--- src/rtl/eco32f_wb_arbiter_pkg.sv ---
// Shared types and constants for the eco32f Wishbone arbiter.
package eco32f_wb_arbiter_pkg;

    typedef enum logic [1:0] {
        ARB_IDLE  = 2'd0,
        ARB_GNT_I = 2'd1,
        ARB_GNT_D = 2'd2
    } arb_state_e;

    typedef enum logic {
        REQ_I = 1'b0,
        REQ_D = 1'b1
    } req_e;

    localparam logic [2:0] CTI_CLASSIC = 3'b000;
    localparam logic [2:0] CTI_INCR    = 3'b010;
    localparam logic [2:0] CTI_EOB     = 3'b111;

    // Round-robin choice when both requesters ask at once.
    function automatic req_e rr_pick(input req_e last);
        return (last == REQ_I) ? REQ_D : REQ_I;
    endfunction

endpackage

--- src/rtl/eco32f_wb_arb_timeout.sv ---
// Bus watchdog for eco32f_wb_arbiter; only present when ECO32F_WB_ARB_TIMEOUT_EN is defined.
`ifdef ECO32F_WB_ARB_TIMEOUT_EN
module eco32f_wb_arb_timeout #(
    parameter int unsigned TIMEOUT_CYCLES = 255
) (
    input  logic clk,
    input  logic rst,
    input  logic restart,
    input  logic ack_seen,
    input  logic stall,
    output logic fire,
    output logic kill
);

    localparam logic [15:0] Limit = 16'(TIMEOUT_CYCLES - 1);

    logic [15:0] count_q;
    logic        kill_q;

    // Fires on the stalled cycle that brings the count up to TIMEOUT_CYCLES.
    assign fire = stall && !kill_q && (count_q == Limit);
    assign kill = kill_q;

    always_ff @(posedge clk or negedge rst) begin
        if (!rst) begin
            count_q <= '0;
            kill_q  <= 1'b0;
        end else if (restart) begin
            count_q <= '0;
            kill_q  <= 1'b0;
        end else begin
            if (ack_seen) begin
                count_q <= '0;
            end else if (stall) begin
                count_q <= count_q + 16'd1;
            end
            if (fire) begin
                kill_q <= 1'b1;
            end
        end
    end

endmodule
`endif

--- src/rtl/eco32f_wb_arbiter.sv ---
// Two-requester Wishbone B3 arbiter (ifetch / data) onto one master port.
// Optional watchdog enabled by ECO32F_WB_ARB_TIMEOUT_EN.
module eco32f_wb_arbiter
    import eco32f_wb_arbiter_pkg::*;
#(
    parameter int unsigned PRIO_MODE      = 0,
    parameter int unsigned TIMEOUT_CYCLES = 255
) (
    input  logic        clk,
    input  logic        rst,
    input  logic [31:0] iwb_adr_i,
    input  logic [31:0] iwb_dat_i,
    input  logic [3:0]  iwb_sel_i,
    input  logic        iwb_we_i,
    input  logic [2:0]  iwb_cti_i,
    input  logic [1:0]  iwb_bte_i,
    input  logic        iwb_cyc_i,
    input  logic        iwb_stb_i,
    output logic [31:0] iwb_dat_o,
    output logic        iwb_ack_o,
    output logic        iwb_err_o,
    output logic        iwb_rty_o,
    input  logic [31:0] dwb_adr_i,
    input  logic [31:0] dwb_dat_i,
    input  logic [3:0]  dwb_sel_i,
    input  logic        dwb_we_i,
    input  logic [2:0]  dwb_cti_i,
    input  logic [1:0]  dwb_bte_i,
    input  logic        dwb_cyc_i,
    input  logic        dwb_stb_i,
    output logic [31:0] dwb_dat_o,
    output logic        dwb_ack_o,
    output logic        dwb_err_o,
    output logic        dwb_rty_o,
    output logic [31:0] wbm_adr_o,
    output logic [31:0] wbm_dat_o,
    output logic [3:0]  wbm_sel_o,
    output logic        wbm_we_o,
    output logic [2:0]  wbm_cti_o,
    output logic [1:0]  wbm_bte_o,
    output logic        wbm_cyc_o,
    output logic        wbm_stb_o,
    input  logic [31:0] wbm_dat_i,
    input  logic        wbm_ack_i,
    input  logic        wbm_err_i,
    input  logic        wbm_rty_i
);

    arb_state_e state_q, state_d;
    req_e       last_q;
    logic       fire, kill;
    logic       gnt_i, gnt_d, live_i, live_d;

    always_comb begin
        state_d = state_q;
        case (state_q)
            ARB_IDLE: begin
                if (iwb_cyc_i && dwb_cyc_i) begin
                    state_d = (PRIO_MODE == 1 || rr_pick(last_q) == REQ_D) ? ARB_GNT_D
                                                                           : ARB_GNT_I;
                end else if (iwb_cyc_i) begin
                    state_d = ARB_GNT_I;
                end else if (dwb_cyc_i) begin
                    state_d = ARB_GNT_D;
                end
            end
            ARB_GNT_I: if (!iwb_cyc_i) state_d = dwb_cyc_i ? ARB_GNT_D : ARB_IDLE;
            ARB_GNT_D: if (!dwb_cyc_i) state_d = iwb_cyc_i ? ARB_GNT_I : ARB_IDLE;
            default:   state_d = ARB_IDLE;
        endcase
    end

    always_ff @(posedge clk or negedge rst) begin
        if (!rst) begin
            state_q <= ARB_IDLE;
            last_q  <= REQ_I;
        end else begin
            state_q <= state_d;
            if (state_q == ARB_GNT_I) last_q <= REQ_I;
            if (state_q == ARB_GNT_D) last_q <= REQ_D;
        end
    end

    assign gnt_i = (state_q == ARB_GNT_I);
    assign gnt_d = (state_q == ARB_GNT_D);

    // Idle mirrors the data bus; reset forces the whole master port quiet.
    always_comb begin
        wbm_adr_o = dwb_adr_i;
        wbm_dat_o = dwb_dat_i;
        wbm_sel_o = dwb_sel_i;
        wbm_we_o  = dwb_we_i;
        wbm_cti_o = dwb_cti_i;
        wbm_bte_o = dwb_bte_i;
        wbm_cyc_o = 1'b0;
        wbm_stb_o = 1'b0;
        case (state_q)
            ARB_GNT_I: begin
                wbm_adr_o = iwb_adr_i;
                wbm_dat_o = iwb_dat_i;
                wbm_sel_o = iwb_sel_i;
                wbm_we_o  = iwb_we_i;
                wbm_cti_o = iwb_cti_i;
                wbm_bte_o = iwb_bte_i;
                wbm_cyc_o = iwb_cyc_i & ~kill;
                wbm_stb_o = iwb_cyc_i & iwb_stb_i & ~kill;
            end
            ARB_GNT_D: begin
                wbm_cyc_o = dwb_cyc_i & ~kill;
                wbm_stb_o = dwb_cyc_i & dwb_stb_i & ~kill;
            end
            default: ;
        endcase
        if (!rst) begin
            wbm_adr_o = '0;
            wbm_dat_o = '0;
            wbm_sel_o = '0;
            wbm_we_o  = 1'b0;
            wbm_cti_o = '0;
            wbm_bte_o = '0;
            wbm_cyc_o = 1'b0;
            wbm_stb_o = 1'b0;
        end
    end

    // A requester that dropped cyc has abandoned its cycle and gets nothing back.
    assign live_i    = gnt_i & iwb_cyc_i & ~kill;
    assign live_d    = gnt_d & dwb_cyc_i & ~kill;
    assign iwb_dat_o = wbm_dat_i;
    assign dwb_dat_o = wbm_dat_i;
    assign iwb_ack_o = live_i & wbm_ack_i;
    assign iwb_rty_o = live_i & wbm_rty_i;
    assign iwb_err_o = (live_i & wbm_err_i) | (gnt_i & fire);
    assign dwb_ack_o = live_d & wbm_ack_i;
    assign dwb_rty_o = live_d & wbm_rty_i;
    assign dwb_err_o = (live_d & wbm_err_i) | (gnt_d & fire);

`ifdef ECO32F_WB_ARB_TIMEOUT_EN
    logic stall, restart, ack_fwd;

    assign stall   = wbm_stb_o & ~(wbm_ack_i | wbm_err_i | wbm_rty_i);
    assign restart = (state_d != state_q);
    assign ack_fwd = iwb_ack_o | dwb_ack_o;

    eco32f_wb_arb_timeout #(
        .TIMEOUT_CYCLES(TIMEOUT_CYCLES)
    ) u_timeout (
        .clk      (clk),
        .rst      (rst),
        .restart  (restart),
        .ack_seen (ack_fwd),
        .stall    (stall),
        .fire     (fire),
        .kill     (kill)
    );
`else
    logic unused_timeout;

    assign fire           = 1'b0;
    assign kill           = 1'b0;
    assign unused_timeout = ^TIMEOUT_CYCLES;
`endif

endmodule

--- config.mk ---
export PLATFORM = sky130hd
export DESIGN_NAME = eco32f_wb_arbiter
export DESIGN_NICKNAME = d
export VERILOG_FILES = /design/src/rtl/eco32f_wb_arbiter_pkg.sv /design/src/rtl/eco32f_wb_arb_timeout.sv /design/src/rtl/eco32f_wb_arbiter.sv
export SDC_FILE = /design/constraint.sdc
export NUM_CORES = 1
export LEC_CHECK = 0
export ABC_AREA = 1
export CAP_MARGIN = 5
export CORE_AREA = 2 2 128 130
export CTS_BUF_LIST = sky130_fd_sc_hd__clkbuf_16
export CTS_CLUSTER_SIZE = 10
export DETAILED_ROUTE_END_ITERATION = 6
export DIE_AREA = 0 0 130 132
export REMOVE_ABC_BUFFERS = 1
export SYNTH_ARGS = -nofsm -noshare
export SYNTH_HDL_FRONTEND = slang
export SYNTH_SLANG_ARGS = --single-unit
export TNS_END_PERCENT = 5
--- constraint.sdc ---
create_clock -name clk -period 1.5 [get_ports clk]
set_input_delay 0.3 -clock clk [delete_from_list [all_inputs] [get_ports clk]]
set_output_delay 0.3 -clock clk [all_outputs]
set_load 0.02 [all_outputs]
After elaboration in Yosys (flattened, before gate mapping)
Index checks and enable logic that the tools add are counted.
Cells by class
  equal/unequal tests: 5
  multiplexer cells: 27
  bitwise gates (word level): 10
  reductions and logical operators: 4
Operators with widths (number)
  $mux 32: 4
  $mux 2: 9
  $and 1x1->1: 10
  $mux 4: 2
  $mux 1: 7
  $mux 3: 2
  $pmux 2 s3: 1
  $ne 2x2->1 const B: 2
  $ne 4x4->1 const B: 1
  $pmux 1 s2: 2
  $reduce_and 3->1: 1
  $eq 2x1->1 const B: 1
  $eq 2x2->1 const B: 1
  $logic_not 2->1: 1
  $reduce_bool 2->1: 1
  $logic_and 1x1->1: 1
Storage, ports and cells
  bits in registers: 3
  input port bits: 189
  output and inout bits: 146
  word-level logic and storage cells: 48

Logic depth before layout (Yosys ltp)
  word-level depth: 4
  depth in mapped cells: 10
  depth with buffers taken out: 9

Least setup slack after synthesis
Ideal clock, no wire load.
  path type: register -> output
  start point: register state_q[1]
  end point: output port wbm_stb_o
  data arrival time: 1485 ps
  data required time: 1200 ps
  path slack: -285 ps
  cell stages (with the launch flop): 6
  buffers on the path: 1
  path through: dfrtp_1 inv_1 ha_1 buf_6 nand3_1 a211oi_1
On the way
  longest elaborated chain between the ends: 3
  elaborated cells between the ends (all ways): 4
RTL lines
  start: declaration: line eco32f_wb_arbiter.sv:49  | arb_state_e state_q, state_d;
  start signal: assignment: line eco32f_wb_arbiter.sv:78  | state_q <= state_d;
  $eq 2x2->1 or $eq 2x1->1 (tied branches): line eco32f_wb_arbiter.sv:97  | case (state_q)
  $pmux 1 s2 *: line eco32f_wb_arbiter.sv:97
  $mux 1 *: line eco32f_wb_arbiter.sv:114  | if (!rst) begin
  end: declaration: line eco32f_wb_arbiter.sv:42  | output logic wbm_stb_o,
Every way passes the cells marked *; elsewhere a longest branch is shown, timed or not.

Worst setup path after layout
  start point: register state_q[0]
  end point: output port wbm_dat_o[31]
On the way
  longest elaborated chain between the ends: 3
RTL lines
  $eq 2x1->1: line eco32f_wb_arbiter.sv:97
  $mux 32: line eco32f_wb_arbiter.sv:97
  $mux 32: line eco32f_wb_arbiter.sv:114
  end: declaration: line eco32f_wb_arbiter.sv:36  | output logic [31:0] wbm_dat_o,
No other way between the ends.

==> impl_results.md <==
- Mapped Cells: 362
- DP Area: 4303 µm²
- Psw: 2.017 mW
- Commonest non-fill, non-tap cell in the layout: clkdlybuf4s50_1
- Dpl hpwl: 12710 µm
- CP cell instances: ha_4 -> inv_6 -> buf_12 -> nor2_1 -> nor2_1 -> clkdlybuf4s15_2
- Gr usage total: 0.1614
- # hold bufs at CTS: 0
- Worst VDD drop: 0.4096 mV
- Yosys reg bits: 3
- CP delay by family, top: buffers and inverters
- RSZ-0062 raised after global routing: true
- CTS H-tree lvls: 1
- Die Span Y: 132 µm
- Fin nets: 733
- CTS tree: yes
- Hold Slack: 79.26 ps
- Ratio of cells with drive above 1 in the final layout: 0.3525
- Crit-path max FO: 29
- Dpl cells: 751
- Area Overhead vs Synth: 112.2%
- Most used cell, CP: nor2_1
- Yosys cell types: 19
- Initial antenna violation count: 0
- Die ar.: 17160 µm²
- Crit path kind: reg -> out
- Clock root buffer: clkbuf_16
- CP Data Arrival Time: 1630 ps
- Critical Path End Type: output pin
- N_diodes: 0
- Worst skew pair latency: 220 ps
- Ratio of final minimum period to clock period: 1.287
- Leak pwr: 1.865 nW
- # DRC: 0
- Power Internal: 2.109 mW
- Fillers: 1752
- Starting density of the core: 0.1313
- Failing checks: setup timing
- # port buffers: 238
- CTS sink count: 3
- Status: finished, violations left
- Worst-Margin Slew: 215.4 ps
- Clock buffer depth: 2
- Post-route cell area: 4379 µm²
- Fin. max-slew vios: 0
- Slowest cell on crit path: dfrtp_1
- Routed WL: 14770 µm
- Power share of the clock group: 0.100
- GRT overflow: 0
- Final WS setup: -430.2 ps
- Clock skew: 0.1135 ps
- Cell Pwr Density: 942.2 nW/µm²
- Crit path largest cell delay: 400 ps
- Crit path buffers/inverters: 3
- Die W: 130 µm
- Vias: 2966
- Synth Area per Inst: 5.700 µm²
- Worst rel slew slack: 0.8549
- Most frequent cells in the layout: clkdlybuf4s50_1, nor2_1, nor2_2, buf_4, o21ai_0
- Count of final hold-check violations: 0
- Post-Syn Area: 2063 µm²
- Fmax: 518.1 MHz
- Top-level I/O count: 335
- Final Setup Violations: 82
- Routed Antenna Nets: 0
- Switching Share: 0.4888
- Seq/Total Area, Yosys: 0.03639
- Warnings, synthesis: 0
- GP Congestion: 0.9274
- Num rows: 46
- CTS Buf Count: 3
- WP data required: 1200 ps
- Critical Path Source Type: register
- Finished Layout Cells: 755
- Largest net degree at the start of global routing: 42
- Hold WC Path Type: in -> async
- Avg Vias per Cell: 3.928
- DR iter-0 viols: 112
- Reg power frac: 0.034
- First-pass GRT wire length: 19910 µm
- Combinational Power Share: 0.866
- Worst-path clk slew: 30 ps
- Initial DRT Pass Iterations: 4
- Core ar.: 15710 µm²
- # Max-Cap Violations: 0
- Vias in the first global route: 2876
- Min cycle time layout: 1930 ps
- Wire per inst: 19.56 µm
==> layer usage <==
metal	track usage	vias to the layer above	share of wire
li1	-	1426	-
met2	0.2507	228	0.44
met5	0.05000	-	0.0075
met4	0.04062	2	0.026
met3	0.1400	14	0.19
met1	0.1578	1296	0.33
==> logic make-up after synthesis <==
family                   Yosys count  share of synthesized area
flip-flops                         3                    0.03638
AO/OA/AOI/OAI                     76                     0.1856
adder cells (fa/ha/maj)            4                    0.02426
AND/OR/NAND/NOR                  179                     0.4057
buffers and inverters            100                     0.3481
==> final timing paths <==
kind	startpoint	to	slack, ps	cells after the start
max	state_q[0]	wbm_dat_o[31]	-430	6
min	rst	last_q	80	2
max reg2reg	state_q[1]	state_q[1]	80	11
min reg2reg	last_q	last_q	540	2
max in group asynchronous	rst	state_q[1]	1160	3
min in group clk	last_q	last_q	540	2
==> power by group through the flow <==
| stage | combinational, mW | sequential, mW | clock [mW] |
|---|---|---|---|
| after global routing | 3.88 | 0.145 | 0.435 |
| after detailed placement | 3.56 | 0.134 | 0 |
| after global placement | 3.56 | 0.134 | 0 |
| final | 3.57 | 0.140 | 0.412 |
| after floorplan | 1.56 | 0.140 | 0 |
| after CTS | 3.56 | 0.141 | 0.423 |
==> synth_stat cells <==
master	count	area [µm²]
nand2_1	16	60.06
buf_4	64	480.5
nand3_1	5	25.02
dfrtp_1	3	75.07
inv_1	10	37.54
ha_1	4	50.05
buf_8	6	90.09
nor2_2	61	381.6
inv_4	1	6.260
inv_2	1	3.750
clkbuf_1	9	33.78
o21ai_0	75	375.4
nand2_2	2	12.51
buf_6	1	11.26
nor3_1	1	5.000
buf_2	7	35.03
nor2_1	94	352.8
a211oi_1	1	7.510
buf_12	1	20.02
==> metrics by stage <==
stage | setup WS [ps] | total power, mW | TNS, ps | util
after floorplan | -1407 | 1.697 | -109150 | -
after global placement | -674.8 | 3.690 | -45580 | 0.2738
after detailed placement | -683.7 | 3.697 | -46750 | 0.2738
after CTS | -471.0 | 4.121 | -28290 | 0.2805
after global routing | -507.3 | 4.455 | -31190 | 0.2787
final | -430.2 | 4.126 | -24170 | 0.2787
==> registers in the layout, indices dropped and copies added, names as in the netlist <==
register / cells
last_q: 1
state_q: 2
==> layout make-up <==
class | instances | area (µm²) | area share
clock buffer | 3 | 75.07 | 0.01714
clock inverter | 1 | 3.754 | 0.0008571
inverter | 12 | 50.05 | 0.01143
multi-input combinational | 259 | 1354 | 0.3091
sequential | 3 | 75.07 | 0.01714
tap | 216 | 270.3 | 0.06171
timing repair buffer | 261 | 2551 | 0.5826
==> worst reg2reg max path, delay by kind of cell (launching register included) <==
family                   cells  cell delay (ps)
buffers and inverters        4              370
adder cells (fa/ha/maj)      1              210
flip-flops                   1              380
AND/OR/NAND/NOR              6              340
==> timing repair <==
action,CTS,global route
endpoints found under the hold margin,0,0
setup endpoints to repair,84,84
gates resized for setup,329,76
setup buffers,0,0
pin swaps,6,1
(Power assumes the default switching activity.)
